$ cat config.mk
export PLATFORM = sky130hd
export DESIGN_NAME = mem_arbiter
export DESIGN_NICKNAME = d
export VERILOG_FILES = /design/src/rtl/mem_arbiter.sv
export SDC_FILE = /design/constraint.sdc
export NUM_CORES = 1
export LEC_CHECK = 0
export BUFFER_PORTS_ARGS = -buffer_cell sky130_fd_sc_hd__buf_2
export CAP_MARGIN = 20
export CORE_MARGIN = 2
export CORE_UTILIZATION = 40
export DETAILED_ROUTE_END_ITERATION = 8
export PLACE_DENSITY = 0.71
export SKIP_LAST_GASP = 1
export SLEW_MARGIN = 30
export SYNTH_ARGS = -nofsm -noshare
export SYNTH_HDL_FRONTEND = slang
export SYNTH_SLANG_ARGS = --single-unit
$ cat constraint.sdc
create_clock -name clk -period 2.5 [get_ports clk]
set_clock_uncertainty 0.15 [all_clocks]
set_input_delay 0.25 -clock clk [delete_from_list [all_inputs] [get_ports clk]]
set_output_delay 0.25 -clock clk [all_outputs]
set_load 0.01 [all_outputs]
$ cat src/rtl/mem_arbiter.sv
// mem_arbiter: shares one single-port data memory between fetch (port 0)
// and LSU (port 1); one transaction in flight, all outputs registered.
module mem_arbiter #(
    parameter int ADDR_W         = 8,
    parameter bit FIXED_PRIORITY = 1'b0,
    parameter int TIMEOUT        = 8
) (
    input  logic              clk,
    input  logic              rst,
    input  logic              p0_req,
    input  logic [ADDR_W-1:0] p0_addr,
    input  logic [31:0]       p0_wdata,
    input  logic [3:0]        p0_mask,
    input  logic              p0_we,
    output logic              p0_ack,
    output logic [31:0]       p0_rdata,
    output logic              p0_err,
    input  logic              p1_req,
    input  logic [ADDR_W-1:0] p1_addr,
    input  logic [31:0]       p1_wdata,
    input  logic [3:0]        p1_mask,
    input  logic              p1_we,
    output logic              p1_ack,
    output logic [31:0]       p1_rdata,
    output logic              p1_err,
    output logic              mem_request,
    output logic [ADDR_W-1:0] mem_address,
    output logic [31:0]       mem_w_data,
    output logic [3:0]        mem_masking,
    output logic              mem_we_re,
    input  logic              mem_valid,
    input  logic [31:0]       mem_r_data,
    output logic              busy,
    output logic              grant_id
);
    localparam int CW = (TIMEOUT < 2) ? 1 : $clog2(TIMEOUT);
    localparam logic [CW-1:0] CNT_LAST = CW'((TIMEOUT == 0) ? 0 : TIMEOUT - 1);
    localparam bit TO_EN = (TIMEOUT != 0);

    typedef enum logic [1:0] {IDLE, ISSUE, WAIT, RESP} state_t;

    state_t            state_q, state_d;
    logic              last_grant_q, last_grant_d;
    logic [CW-1:0]     cnt_q, cnt_d;
    logic              grant_q, grant_d;
    logic              mem_req_q, mem_req_d;
    logic [ADDR_W-1:0] addr_q, addr_d;
    logic [31:0]       wdata_q, wdata_d;
    logic [3:0]        mask_q, mask_d;
    logic              we_q, we_d;
    logic              ack0_q, ack0_d, ack1_q, ack1_d;
    logic              err0_q, err0_d, err1_q, err1_d;
    logic [31:0]       rdata0_q, rdata0_d, rdata1_q, rdata1_d;
    logic              busy_q, busy_d;
    logic              pick, done, tmo;

    // Next-state and registered-output computation for the whole FSM
    always_comb begin
        state_d      = state_q;
        last_grant_d = last_grant_q;
        cnt_d        = cnt_q;
        grant_d      = grant_q;
        addr_d       = addr_q;
        wdata_d      = wdata_q;
        mask_d       = mask_q;
        we_d         = we_q;
        rdata0_d     = rdata0_q;
        rdata1_d     = rdata1_q;
        mem_req_d    = 1'b0;
        ack0_d       = 1'b0;
        ack1_d       = 1'b0;
        err0_d       = 1'b0;
        err1_d       = 1'b0;
        done         = 1'b0;
        tmo          = 1'b0;
        pick         = 1'b0;
        if (p0_req && p1_req) begin
            pick = FIXED_PRIORITY ? 1'b0 : ~last_grant_q;
        end else begin
            pick = p1_req;
        end
        unique case (state_q)
            IDLE: begin
                if (p0_req || p1_req) begin
                    grant_d      = pick;
                    last_grant_d = pick;
                    addr_d       = pick ? p1_addr : p0_addr;
                    wdata_d      = pick ? p1_wdata : p0_wdata;
                    mask_d       = pick ? p1_mask : p0_mask;
                    we_d         = pick ? p1_we : p0_we;
                    mem_req_d    = 1'b1;
                    state_d      = ISSUE;
                end
            end
            ISSUE: begin
                cnt_d   = '0;
                state_d = WAIT;
            end
            WAIT: begin
                if (mem_valid) begin
                    done = 1'b1;
                    if (!we_q) begin
                        if (grant_q) rdata1_d = mem_r_data;
                        else         rdata0_d = mem_r_data;
                    end
                end else if (TO_EN && cnt_q == CNT_LAST) begin
                    done = 1'b1;
                    tmo  = 1'b1;
                end else begin
                    cnt_d = cnt_q + 1'b1;
                end
            end
            RESP: begin
                state_d = IDLE;
            end
            default: begin
                state_d = IDLE;
            end
        endcase
        if (done) begin
            state_d = RESP;
            ack0_d  = ~grant_q;
            ack1_d  = grant_q;
            err0_d  = ~grant_q & tmo;
            err1_d  = grant_q & tmo;
        end
        busy_d = (state_d != IDLE);
    end

    // State and output registers; reset abandons any in-flight transaction
    always_ff @(posedge clk or negedge rst) begin
        if (!rst) begin
            state_q      <= IDLE;
            last_grant_q <= 1'b1;
            cnt_q        <= '0;
            grant_q      <= 1'b0;
            mem_req_q    <= 1'b0;
            addr_q       <= '0;
            wdata_q      <= '0;
            mask_q       <= '0;
            we_q         <= 1'b0;
            ack0_q       <= 1'b0;
            ack1_q       <= 1'b0;
            err0_q       <= 1'b0;
            err1_q       <= 1'b0;
            rdata0_q     <= '0;
            rdata1_q     <= '0;
            busy_q       <= 1'b0;
        end else begin
            state_q      <= state_d;
            last_grant_q <= last_grant_d;
            cnt_q        <= cnt_d;
            grant_q      <= grant_d;
            mem_req_q    <= mem_req_d;
            addr_q       <= addr_d;
            wdata_q      <= wdata_d;
            mask_q       <= mask_d;
            we_q         <= we_d;
            ack0_q       <= ack0_d;
            ack1_q       <= ack1_d;
            err0_q       <= err0_d;
            err1_q       <= err1_d;
            rdata0_q     <= rdata0_d;
            rdata1_q     <= rdata1_d;
            busy_q       <= busy_d;
        end
    end

    assign p0_ack      = ack0_q;
    assign p0_rdata    = rdata0_q;
    assign p0_err      = err0_q;
    assign p1_ack      = ack1_q;
    assign p1_rdata    = rdata1_q;
    assign p1_err      = err1_q;
    assign mem_request = mem_req_q;
    assign mem_address = addr_q;
    assign mem_w_data  = wdata_q;
    assign mem_masking = mask_q;
    assign mem_we_re   = we_q;
    assign busy        = busy_q;
    assign grant_id    = grant_q;

endmodule

==> reports/qor.yml, run 1 <==
run_status:
  outcome: "complete, no violations"
synthesis:
  number_of_synthesized_flops_with_an_enable_pin: 0
  synthesis.nets: 558
  post_synth_most_frequent_cells: "sky130_fd_sc_hd__dfrtp_1 (121), sky130_fd_sc_hd__a21oi_1 (92), sky130_fd_sc_hd__mux2_2 (66)"
  syn_inst: 426
  syn_avg_cell_area_um2: 11.7
  synthTopCellsByArea: "sky130_fd_sc_hd__dfrtp_1 (61%), sky130_fd_sc_hd__mux2_2 (15%), sky130_fd_sc_hd__a21oi_1 (9.3%)"
  synthMostInstantiatedCell: "sky130_fd_sc_hd__dfrtp_1"
  synth.area.mux_share: 0.149
  synth_top_area_share: 0.608
  ys_seq_area_frac: 0.614
  postSynth.asyncResetShare: 1.00
  synth.yosys.warnings: 0
  postSynth.topFlopCell: "sky130_fd_sc_hd__dfrtp_1"
  syn_area_mm2: 0.00498
  synth_adder_area_share: 0.0126
  xor_and_xnor_area_share_after_synthesis: 0.00176
  synth_simple_gate_area_share: 0.0855
  post-synth-top-area-cell: "sky130_fd_sc_hd__dfrtp_1"
  synth_top_family_by_area: "multiplexers"
  yosys.cell_types.count: 28
  synth.ff_latch_count: 122
  synth_compound_area_frac: 0.108
global_routing:
  grt-ovfl-total: 0
  grt_pass1_wl_um: 25100
  grt_antenna_before_repair: 0
  grt_overall_usage: 0.244
  grt_start_max_net_pins: 48
  first_global_vias: 5084
cells_and_area:
  areaGrowthSynthToFinish_pct: 66.6
  post_route_cells_drive_above_1_share: 0.444
  n_antenna_cell: 0
  fillers: 805
  final_nets: 921
  post-route-util: 0.688
floorplan:
  die_area_mm2: 0.0134
  die_w_um: 116
  num_rows: 40
  die_span_in_y_um: 116
  design.core.area_mm2: 0.0121
  floorplan.initialDensity: 0.413
  top_level_ports: 243
worst_setup_path:
  worstReg2RegEnd: "mem_w_data[10]"
  timing.rr.start: "state_q[0]"
  setup.worst_path.start_class: "flip-flop"
  critical_path_class: "flip-flop to flip-flop"
  cp.required_ps: 2640
  cp_data_arrival_time_ps: 2550
  worstSetupEndpointType: "flip-flop"
  crit_fanout: 37
  setup.reg_to_reg.worst_slack_ps: 90
  r2r_cells: 7
power_and_ir_drop:
  p_leak_nw: 4.09
  ir_worst_vdd_mv: 0.735
  power_density_relative_to_cell_area_mw_per_mm2: 1270
placed_design:
  detailed_place_hpwl_um: 9330
  io_buffers: 242
  place.gp.congestion: 0.729
hold_path:
  hold-path-endpoint: "mem_w_data[23]"
  hold_path_startpoint: "p1_wdata[23]"
  hp-class: "input port to flip-flop"
  worst_hold_path.num_cells: 3
routing:
  wl_per_cell_um: 16.7
  total_wirelength_um: 16200
  dr_total_vias: 4860
  drt-initial-drc-count: 379
  drt_drc: 0
  drt_pre_antenna_iters: 5
  post_detailed_route_via_to_cell_ratio: 5.01
  final_antenna_net_count: 0
sta:
  max_slew_violations: 0
  fmax_mhz: 415
  timing.final.crit_share: 0.963
  grt_setup_unrepaired: "no"
  timing.max_slew.rel_slack: 0.590
  whs_ps: 19.0
  timing.final.hold_violations: 0
  max_slew.worst_pin.slew_ps: 615
  finalWorstPathRequiredPeriod_ps: 2410
  final-setup-viol-count: 0
  fin_tns_setup_ps: 0
clock_tree:
  cts.root.buffer_cell: "sky130_fd_sc_hd__clkbuf_16"
  clock_tree_from_tritoncts: "built"
  clk_pin_slew_ps: 60
  clock_latency_ps: 410
  cts-root-to-sink-buffers: 2
  cts-htree-levels: 4
  cts_made_buffers: 17
  cts_sinks: 122
job:
  drv_cap: 0
-- logic make-up (layout without fill, tap and decap cells) --
family,after synthesis,in the layout
flops,122,122
simple gates,103,103
compound gates,101,101
mux,66,66
buf+inv,28,404
fa+ha+maj,5,5
xor+xnor,1,1
-- state kept, by name (all words and copies together), names as in the netlist --
register,count
mem_we_re,1
p0_rdata,32
p0_ack,1
mem_request,1
mem_masking,4
p0_err,1
mem_w_data,32
cnt_q,3
state_q,2
last_grant_q,1
mem_address,8
p1_err,1
busy,1
p1_ack,1
grant_id,1
p1_rdata,32
-- final cells by class --
cell class	count	area, um^2	area share
inverter	3	11.3	0.00136
multi-input combinational	276	1800	0.217
timing repair buffer	369	2530	0.306
sequential	122	3050	0.368
clock buffer	21	470	0.0567
tap	168	210	0.0253
clock inverter	11	215	0.0260
-- placed cells by master (no fill, tap or decap), drive strengths merged, types with 3 or more instances in the layout --
master,count
mux2,66
nor2,51
clkinv,4
clkbuf,21
nand2,46
dlygate4sd3,119
buf,250
a21oi,92
inv,3
ha,5
dfrtp,121
a22o,3
bufinv,6
-- layer usage --
layer  GRT usage  wire, um  vias up
met5           0         0        -
met4       0.112       465        0
met3      0.0748      1520       49
met2       0.407      7940      309
met1       0.290      6310     2322
li1            -         -     2180
-- how the worst max path moves through the flow --
stage                                end       start  slack, ps  cells past startpoint
after floorplan                 cnt_q[1]    cnt_q[0]        600                      5
after global placement       p0_rdata[9]  state_q[0]        480                      6
after detailed placement     p0_rdata[1]  state_q[0]        410                      6
after CTS                 mem_w_data[19]  state_q[0]         30                      8
after global routing      mem_address[4]  state_q[0]         40                      8
final                     mem_w_data[10]  state_q[0]         90                      7
-- where the power goes --
| part | switching [mW] | internal [mW] | total [mW] |
|---|---|---|---|
| clock network | 0.863 | 1.95 | 2.81 |
| logic | 2.11 | 2.17 | 4.28 |
| registers | 0.532 | 2.92 | 3.45 |
| total | 3.50 | 7.04 | 10.5 |
-- per-stage QoR --
step                instance area, um^2  instances  power [mW]  worst slack [ps]
floorplan                          4980        426        5.35               599
global placement                   6390        819        6.65               478
detailed placement                 6390        819        6.82               405
CTS                                8260        969        10.3              31.2
global route                       8290        970        11.1              40.5
finish                             8290        970        10.5              92.4
-- critical path, stage by stage (launching register included) --
cell and delay, ps:
sky130_fd_sc_hd__dfrtp_1 400, sky130_fd_sc_hd__inv_1 120, sky130_fd_sc_hd__ha_2 270, sky130_fd_sc_hd__o21ai_4 150, sky130_fd_sc_hd__buf_8 220, sky130_fd_sc_hd__a21oi_1 250, sky130_fd_sc_hd__a21oi_1 130, sky130_fd_sc_hd__dlygate4sd3_1 570
-- timing repair --
item	4_1_cts	5_1_grt
gates resized for setup	0	7
endpoints found under the hold margin	156	1
hold buffers	118	1
setup buffers	0	0
endpoints found under the setup margin	0	37
No activity file was read; power rests on OpenSTA's default activity.
==> run 2: changes to the inputs <==
--- a/config.mk
+++ b/config.mk
@@ -7,6 +7,7 @@
 export LEC_CHECK = 0
 export BUFFER_PORTS_ARGS = -buffer_cell sky130_fd_sc_hd__buf_2
 export CAP_MARGIN = 20
+export CORE_ASPECT_RATIO = 0.75
 export CORE_MARGIN = 2
 export CORE_UTILIZATION = 40
 export DETAILED_ROUTE_END_ITERATION = 8
==> reports/qor.yml, run 2 (synthesis gave the netlist of run 1 again) <==
run_status:
  outcome: "complete, no violations"
routing:
  drt-initial-drc-count: 202  # -47%
  drt_pre_antenna_iters: 5  # unchanged
  drt_drc: 0  # unchanged
  post_detailed_route_via_to_cell_ratio: 4.81  # -3.9%
  total_wirelength_um: 14900  # -8.0%
  dr_total_vias: 4582  # -5.7%
  wl_per_cell_um: 15.7  # -6.3%
  final_antenna_net_count: 0  # unchanged
worst_setup_path:
  setup.worst_path.start_class: "input port"
  r2r_cells: 8  # +1
  crit_end: "mem_w_data[12]"
  crit_fanout: 37  # unchanged
  critical_path_class: "input port to flip-flop"
  setup.reg_to_reg.worst_slack_ps: 180  # +90 ps
  worstReg2RegEnd: "mem_w_data[12]"
  worstSetupEndpointType: "flip-flop"
  cp_data_arrival_time_ps: 2520  # -30 ps
  timing.rr.start: "state_q[0]"
  startpoint: "p0_req"
  cp.required_ps: 2690  # +50 ps
job:
  drv_cap: 0  # unchanged
sta:
  final-setup-viol-count: 0  # unchanged
  fin_tns_setup_ps: 0  # unchanged
  post-route-worst-setup-slack_ps: 165  # +73.1 ps
  timing.final.hold_violations: 0  # unchanged
  max_slew.worst_pin.slew_ps: 588  # -27.9 ps
  timing.final.crit_share: 0.934  # -0.0292
  grt_setup_unrepaired: "no"
  fmax_mhz: 428  # +3.1%
  finalWorstPathRequiredPeriod_ps: 2330  # -73.1 ps
  max_slew_violations: 0  # unchanged
  timing.max_slew.rel_slack: 0.608  # +0.0186
floorplan:
  top_level_ports: 243  # unchanged
  die_w_um: 133  # +15%
  floorplan.initialDensity: 0.407  # -0.00528
  die_span_in_y_um: 101  # -13%
  design.core.area_mm2: 0.0122  # +1.3%
  die_area_mm2: 0.0134  # about the same
  num_rows: 35  # -13%
cells_and_area:
  areaGrowthSynthToFinish_pct: 61.3
  post_route_cells_drive_above_1_share: 0.454  # +0.0103
  n_antenna_cell: 0  # unchanged
  final_nets: 906  # -1.6%
  mostFrequentLayoutCells: "sky130_fd_sc_hd__buf_2 (241), sky130_fd_sc_hd__dfrtp_1 (121), sky130_fd_sc_hd__dlygate4sd3_1 (103), sky130_fd_sc_hd__a21oi_1 (92), sky130_fd_sc_hd__mux2_2 (66)"
  most_common_library_cell_in_the_layout_ignoring_fill_and_taps: "sky130_fd_sc_hd__buf_2"
placed_design:
  detailed_place_hpwl_um: 9530  # +2.1%
  place.gp.congestion: 0.817  # +12%
  io_buffers: 242  # unchanged
  detailedPlace.worstSlack_ps: 390  # -15.6 ps
global_routing:
  grt_antenna_before_repair: 1  # +1
  first_global_vias: 5040  # -0.87%
  grt_start_max_net_pins: 58  # +21%
  grt_overall_usage: 0.227  # -0.0175
  grt-ovfl-total: 0  # unchanged
  grt_pass1_wl_um: 23900  # -5.0%
clock_tree:
  cts_sinks: 122  # unchanged
  clk_pin_slew_ps: 60  # about the same
  clock_latency_ps: 400  # about the same
  cts.root.buffer_cell: "sky130_fd_sc_hd__clkbuf_16"
  cts_made_buffers: 17  # unchanged
  clock_tree_from_tritoncts: "built"
  cts-root-to-sink-buffers: 2  # unchanged
  cts-htree-levels: 4  # unchanged
  cts_post_setup_buffers_inserted: 0  # unchanged
power_and_ir_drop:
  p_leak_nw: 3.98  # -2.7%
  power_density_relative_to_cell_area_mw_per_mm2: 1210  # -4.5%
  ir_worst_vdd_mv: 0.712  # -3.1%
hold_path:
  worst_hold_path.num_cells: 3  # unchanged
  hp-class: "input port to flip-flop"
## run 2: worst max-delay path, stage by stage
cell and delay (ps):
sky130_fd_sc_hd__dlygate4sd3_1 540, sky130_fd_sc_hd__buf_2 170, sky130_fd_sc_hd__o21ai_4 350, sky130_fd_sc_hd__buf_6 330, sky130_fd_sc_hd__a21oi_1 100, sky130_fd_sc_hd__a21oi_1 190
sky130_fd_sc_hd__dlygate4sd3_1 570
## run 2: final cells by class
| type | instances | area (um^2) |
|---|---|---|
| inverters | 3 | 11.3 |
| clock inverters | 14 | 148 |
| fillers | 926 | 4190 |
| clock buffers | 17 | 425 |
| multi-input cells | 276 | 1800 |
| repair buffers | 354 | 2380 |
| flip-flops and latches | 122 | 3050 |
| well taps | 166 | 208 |
## run 2: through the flow
step | instance area [um^2] | hold WS (ps) | cells | total power, mW | utilization
finish | 8030 | 5.98 | 952 | 9.75 | 0.657
floorplan | 4980 | -196 | 426 | 5.35 | -
global route | 8030 | 3.55 | 952 | 10.4 | 0.657
CTS | 8020 | 1.41 | 952 | 9.73 | 0.656
detailed placement | 6410 | 143 | 818 | 6.86 | 0.525
global placement | 6410 | 134 | 818 | 6.70 | 0.525
## run 2: worst min path at each step
stage	to	slack, ps	startpoint
global route	mem_masking[0]	4	p1_mask[0]
floorplan	busy	-200	rst
CTS	mem_w_data[24]	1	p1_wdata[24]
global placement	p1_rdata[19]	130	rst
finish	mem_w_data[24]	6	p1_wdata[24]
detailed placement	p0_rdata[16]	140	rst
## run 2: power breakdown
| part | switching [mW] | total, mW | internal [mW] |
|---|---|---|---|
| Combinational | 1.95 | 3.93 | 1.98 |
| Clock | 0.901 | 2.36 | 1.46 |
| Sequential | 0.534 | 3.46 | 2.92 |
| Total | 3.38 | 9.75 | 6.37 |
## run 2: what timing repair did
item | in CTS | in global routing
hold buffers | 103 | 0
setup endpoints to repair | 0 | 15
gates resized for setup | 0 | 3
endpoints found under the hold margin | 153 | 0
## run 2: metal layers
| layer | global-route usage | vias to the layer above | wire length [um] |
|---|---|---|---|
| li1 | - | 2161 | - |
| met2 | 0.426 | 165 | 8160 |
| met5 | 0 | - | 13 |
| met1 | 0.250 | 2216 | 5740 |
| met3 | 0.0442 | 38 | 670 |
| met4 | 0.103 | 2 | 352 |
==> run 3: changes to the inputs <==
--- a/config.mk
+++ b/config.mk
@@ -9,9 +9,9 @@
 export CAP_MARGIN = 20
 export CORE_ASPECT_RATIO = 0.75
 export CORE_MARGIN = 2
-export CORE_UTILIZATION = 40
+export CORE_UTILIZATION = 36
 export DETAILED_ROUTE_END_ITERATION = 8
-export PLACE_DENSITY = 0.71
+export PLACE_DENSITY = 0.65
 export SKIP_LAST_GASP = 1
 export SLEW_MARGIN = 30
 export SYNTH_ARGS = -nofsm -noshare
==> reports/qor.yml, run 3 (synthesis gave the netlist of run 1 again) <==
cells_and_area:
  fillers: 1142  # +23%
  mostFrequentLayoutCells: "sky130_fd_sc_hd__buf_2 (241), sky130_fd_sc_hd__dfrtp_1 (121), sky130_fd_sc_hd__dlygate4sd3_1 (106), sky130_fd_sc_hd__a21oi_1 (92), sky130_fd_sc_hd__mux2_2 (66)"
  final_nets: 909  # +0.33%
  areaGrowthSynthToFinish_pct: 61.8
  post_route_cells_drive_above_1_share: 0.452  # -0.00230
  most_common_library_cell_in_the_layout_ignoring_fill_and_taps: "sky130_fd_sc_hd__buf_2"
global_routing:
  grt-ovfl-total: 0  # unchanged
  grt_antenna_before_repair: 1  # unchanged
  grt_start_max_net_pins: 57  # -1.7%
  grt_overall_usage: 0.206  # -0.0209
  gr-usage-met2: 0.367  # -0.0588
  grt_pass1_wl_um: 24100  # +0.92%
  first_global_vias: 4960  # -1.6%
  grt_busiest_layer: "met2"
  met3_usage: 0.0423  # -0.00199
  grtUsageMet1: 0.235  # -0.0154
sta:
  grt_setup_unrepaired: "no"
  finalWorstPathRequiredPeriod_ps: 2120  # -217 ps
  post-route-worst-setup-slack_ps: 382  # +217 ps
  final-setup-viol-count: 0  # unchanged
  timing.max_slew.rel_slack: 0.451  # -0.157
  fmax_mhz: 472  # +10%
  max_slew.worst_pin.slew_ps: 823  # +236 ps
  fin_tns_setup_ps: 0  # unchanged
  timing.final.hold_violations: 0  # unchanged
  max_slew_violations: 0  # unchanged
  timing.final.crit_share: 0.847  # -0.0867
power_and_ir_drop:
  power.combinational.fraction: 0.373  # -0.030
  intPower_mw: 6.10  # -4.3%
  p_leak_nw: 4.00  # +0.56%
  switching_share: 0.350  # +0.00311
  power.share.sequential: 0.367  # +0.013
  power_density_relative_to_cell_area_mw_per_mm2: 1160  # -4.2%
  net-switching-power_mw: 3.28  # -3.0%
  ir_worst_vdd_mv: 0.640  # -10%
  power.share.clock: 0.260  # +0.018
placed_design:
  place.gp.congestion: 0.784  # -4.0%
  detailedPlace.worstSlack_ps: 394  # +4.04 ps
  detailed_place_hpwl_um: 9600  # +0.80%
  io_buffers: 242  # unchanged
routing:
  wl_per_cell_um: 15.7  # +0.23%
  dr_total_vias: 4658  # +1.7%
  drt_drc: 0  # unchanged
  drt_pre_antenna_iters: 5  # unchanged
  drt-initial-drc-count: 282  # +40%
  total_wirelength_um: 15200  # +1.7%
  final_antenna_net_count: 0  # unchanged
  post_detailed_route_via_to_cell_ratio: 4.82  # +0.19%
worst_setup_path:
  critical_path_class: "flip-flop to flip-flop"
  cp.required_ps: 2630  # -60 ps
  worstSetupEndpointType: "flip-flop"
  cp_data_arrival_time_ps: 2240  # -280 ps
  crit_fanout: 32  # -14%
  setup.worst_path.start_class: "flip-flop"
run_status:
  outcome: "complete, no violations"
floorplan:
  num_rows: 37  # +5.7%
  die_area_mm2: 0.0148  # +11%
  design.core.area_mm2: 0.0136  # +11%
  die_span_in_y_um: 106  # +5.2%
  floorplan.initialDensity: 0.366  # -0.0417
  top_level_ports: 243  # unchanged
  die_w_um: 140  # +5.2%
clock_tree:
  cts_made_buffers: 17  # unchanged
  cts_resized: 0  # unchanged
  cts.root.buffer_cell: "sky130_fd_sc_hd__clkbuf_16"
  cts-root-to-sink-buffers: 2  # unchanged
  clk_pin_slew_ps: 60  # about the same
  cts_sinks: 122  # unchanged
  cts-htree-levels: 4  # unchanged
  clock_tree_from_tritoncts: "built"
  clock_latency_ps: 400  # about the same
job:
  drv_cap: 0  # unchanged
hold_path:
  hp-class: "input port to flip-flop"
## run 3: changes by cell type in the layout (fill, tap and decap cells not counted), sizes merged
cell / change
clkbuf: +2
inv: +1
dlygate4sd3: +3
clkinv: -3
diode: +1
clkinvlp: +1
## run 3: timing repair
item,4_1_cts,5_1_grt
setup endpoints to repair,0,0
hold buffers,106,0
hold endpoints to repair,151,0
setup buffers,0,0
## run 3: worst max-delay path, cell delays in order, from the launching register on
cell and delay (ps):
sky130_fd_sc_hd__dfrtp_1 390, sky130_fd_sc_hd__inv_1 110, sky130_fd_sc_hd__ha_1 400, sky130_fd_sc_hd__nand2b_4 100, sky130_fd_sc_hd__nor3b_4 220, sky130_fd_sc_hd__buf_12 240
sky130_fd_sc_hd__mux2_2 360
## run 3: power by group through the flow
stage	sequential, mW	combinational, mW	clock [mW]
3_3_place_gp	3.40	3.28	0
5_1_grt	3.56	3.83	2.58
3_5_place_dp	3.45	3.37	0
4_1_cts	3.44	3.50	2.49
2_1_floorplan	3.83	1.52	0
6_report	3.44	3.50	2.43
## run 3: path summary, 6_finish.rpt
kind / cells past startpoint / startpoint / to / slack [ps]
min: 3 / p1_wdata[29] / mem_w_data[29] / 20
min in group asynchronous: 2 / rst / p1_rdata[24] / 240
max reg2reg: 6 / state_q[0] / p0_rdata[31] / 380
max in group asynchronous: 3 / rst / p0_rdata[15] / 1220
min reg2reg: 1 / p1_rdata[17] / p1_rdata[17] / 350
max: 6 / state_q[0] / p0_rdata[31] / 380
## run 3: area by class of cell
cell class	instances	area, um^2	area share
well taps	175	219	0.0272
clock buffers	19	453	0.0562
repair buffers	357	2380	0.295
inverters	3	11.3	0.00140
flip-flops and latches	122	3050	0.379
multi-input cells	276	1790	0.223
diodes	1	2.50	0.000311
clock inverters	13	141	0.0176
## run 3: metrics by stage
| stage | power [mW] | util | hold slack (ps) | area [um^2] | std cells |
|---|---|---|---|---|---|
| 2_1_floorplan | 5.35 | - | -196 | 4980 | 426 |
| 3_3_place_gp | 6.68 | 0.470 | 132 | 6400 | 827 |
| 3_5_place_dp | 6.82 | 0.470 | 140 | 6400 | 827 |
| 4_1_cts | 9.43 | 0.592 | 0.111 | 8050 | 965 |
| 5_1_grt | 9.98 | 0.592 | 19.2 | 8050 | 965 |
| 6_report | 9.38 | 0.592 | 18.1 | 8060 | 966 |
## run 3: routing by layer
layer,up-vias,wire [um]
met5,-,0
met4,0,493
met3,44,748
met2,185,7920
met1,2271,6030
li1,2158,-
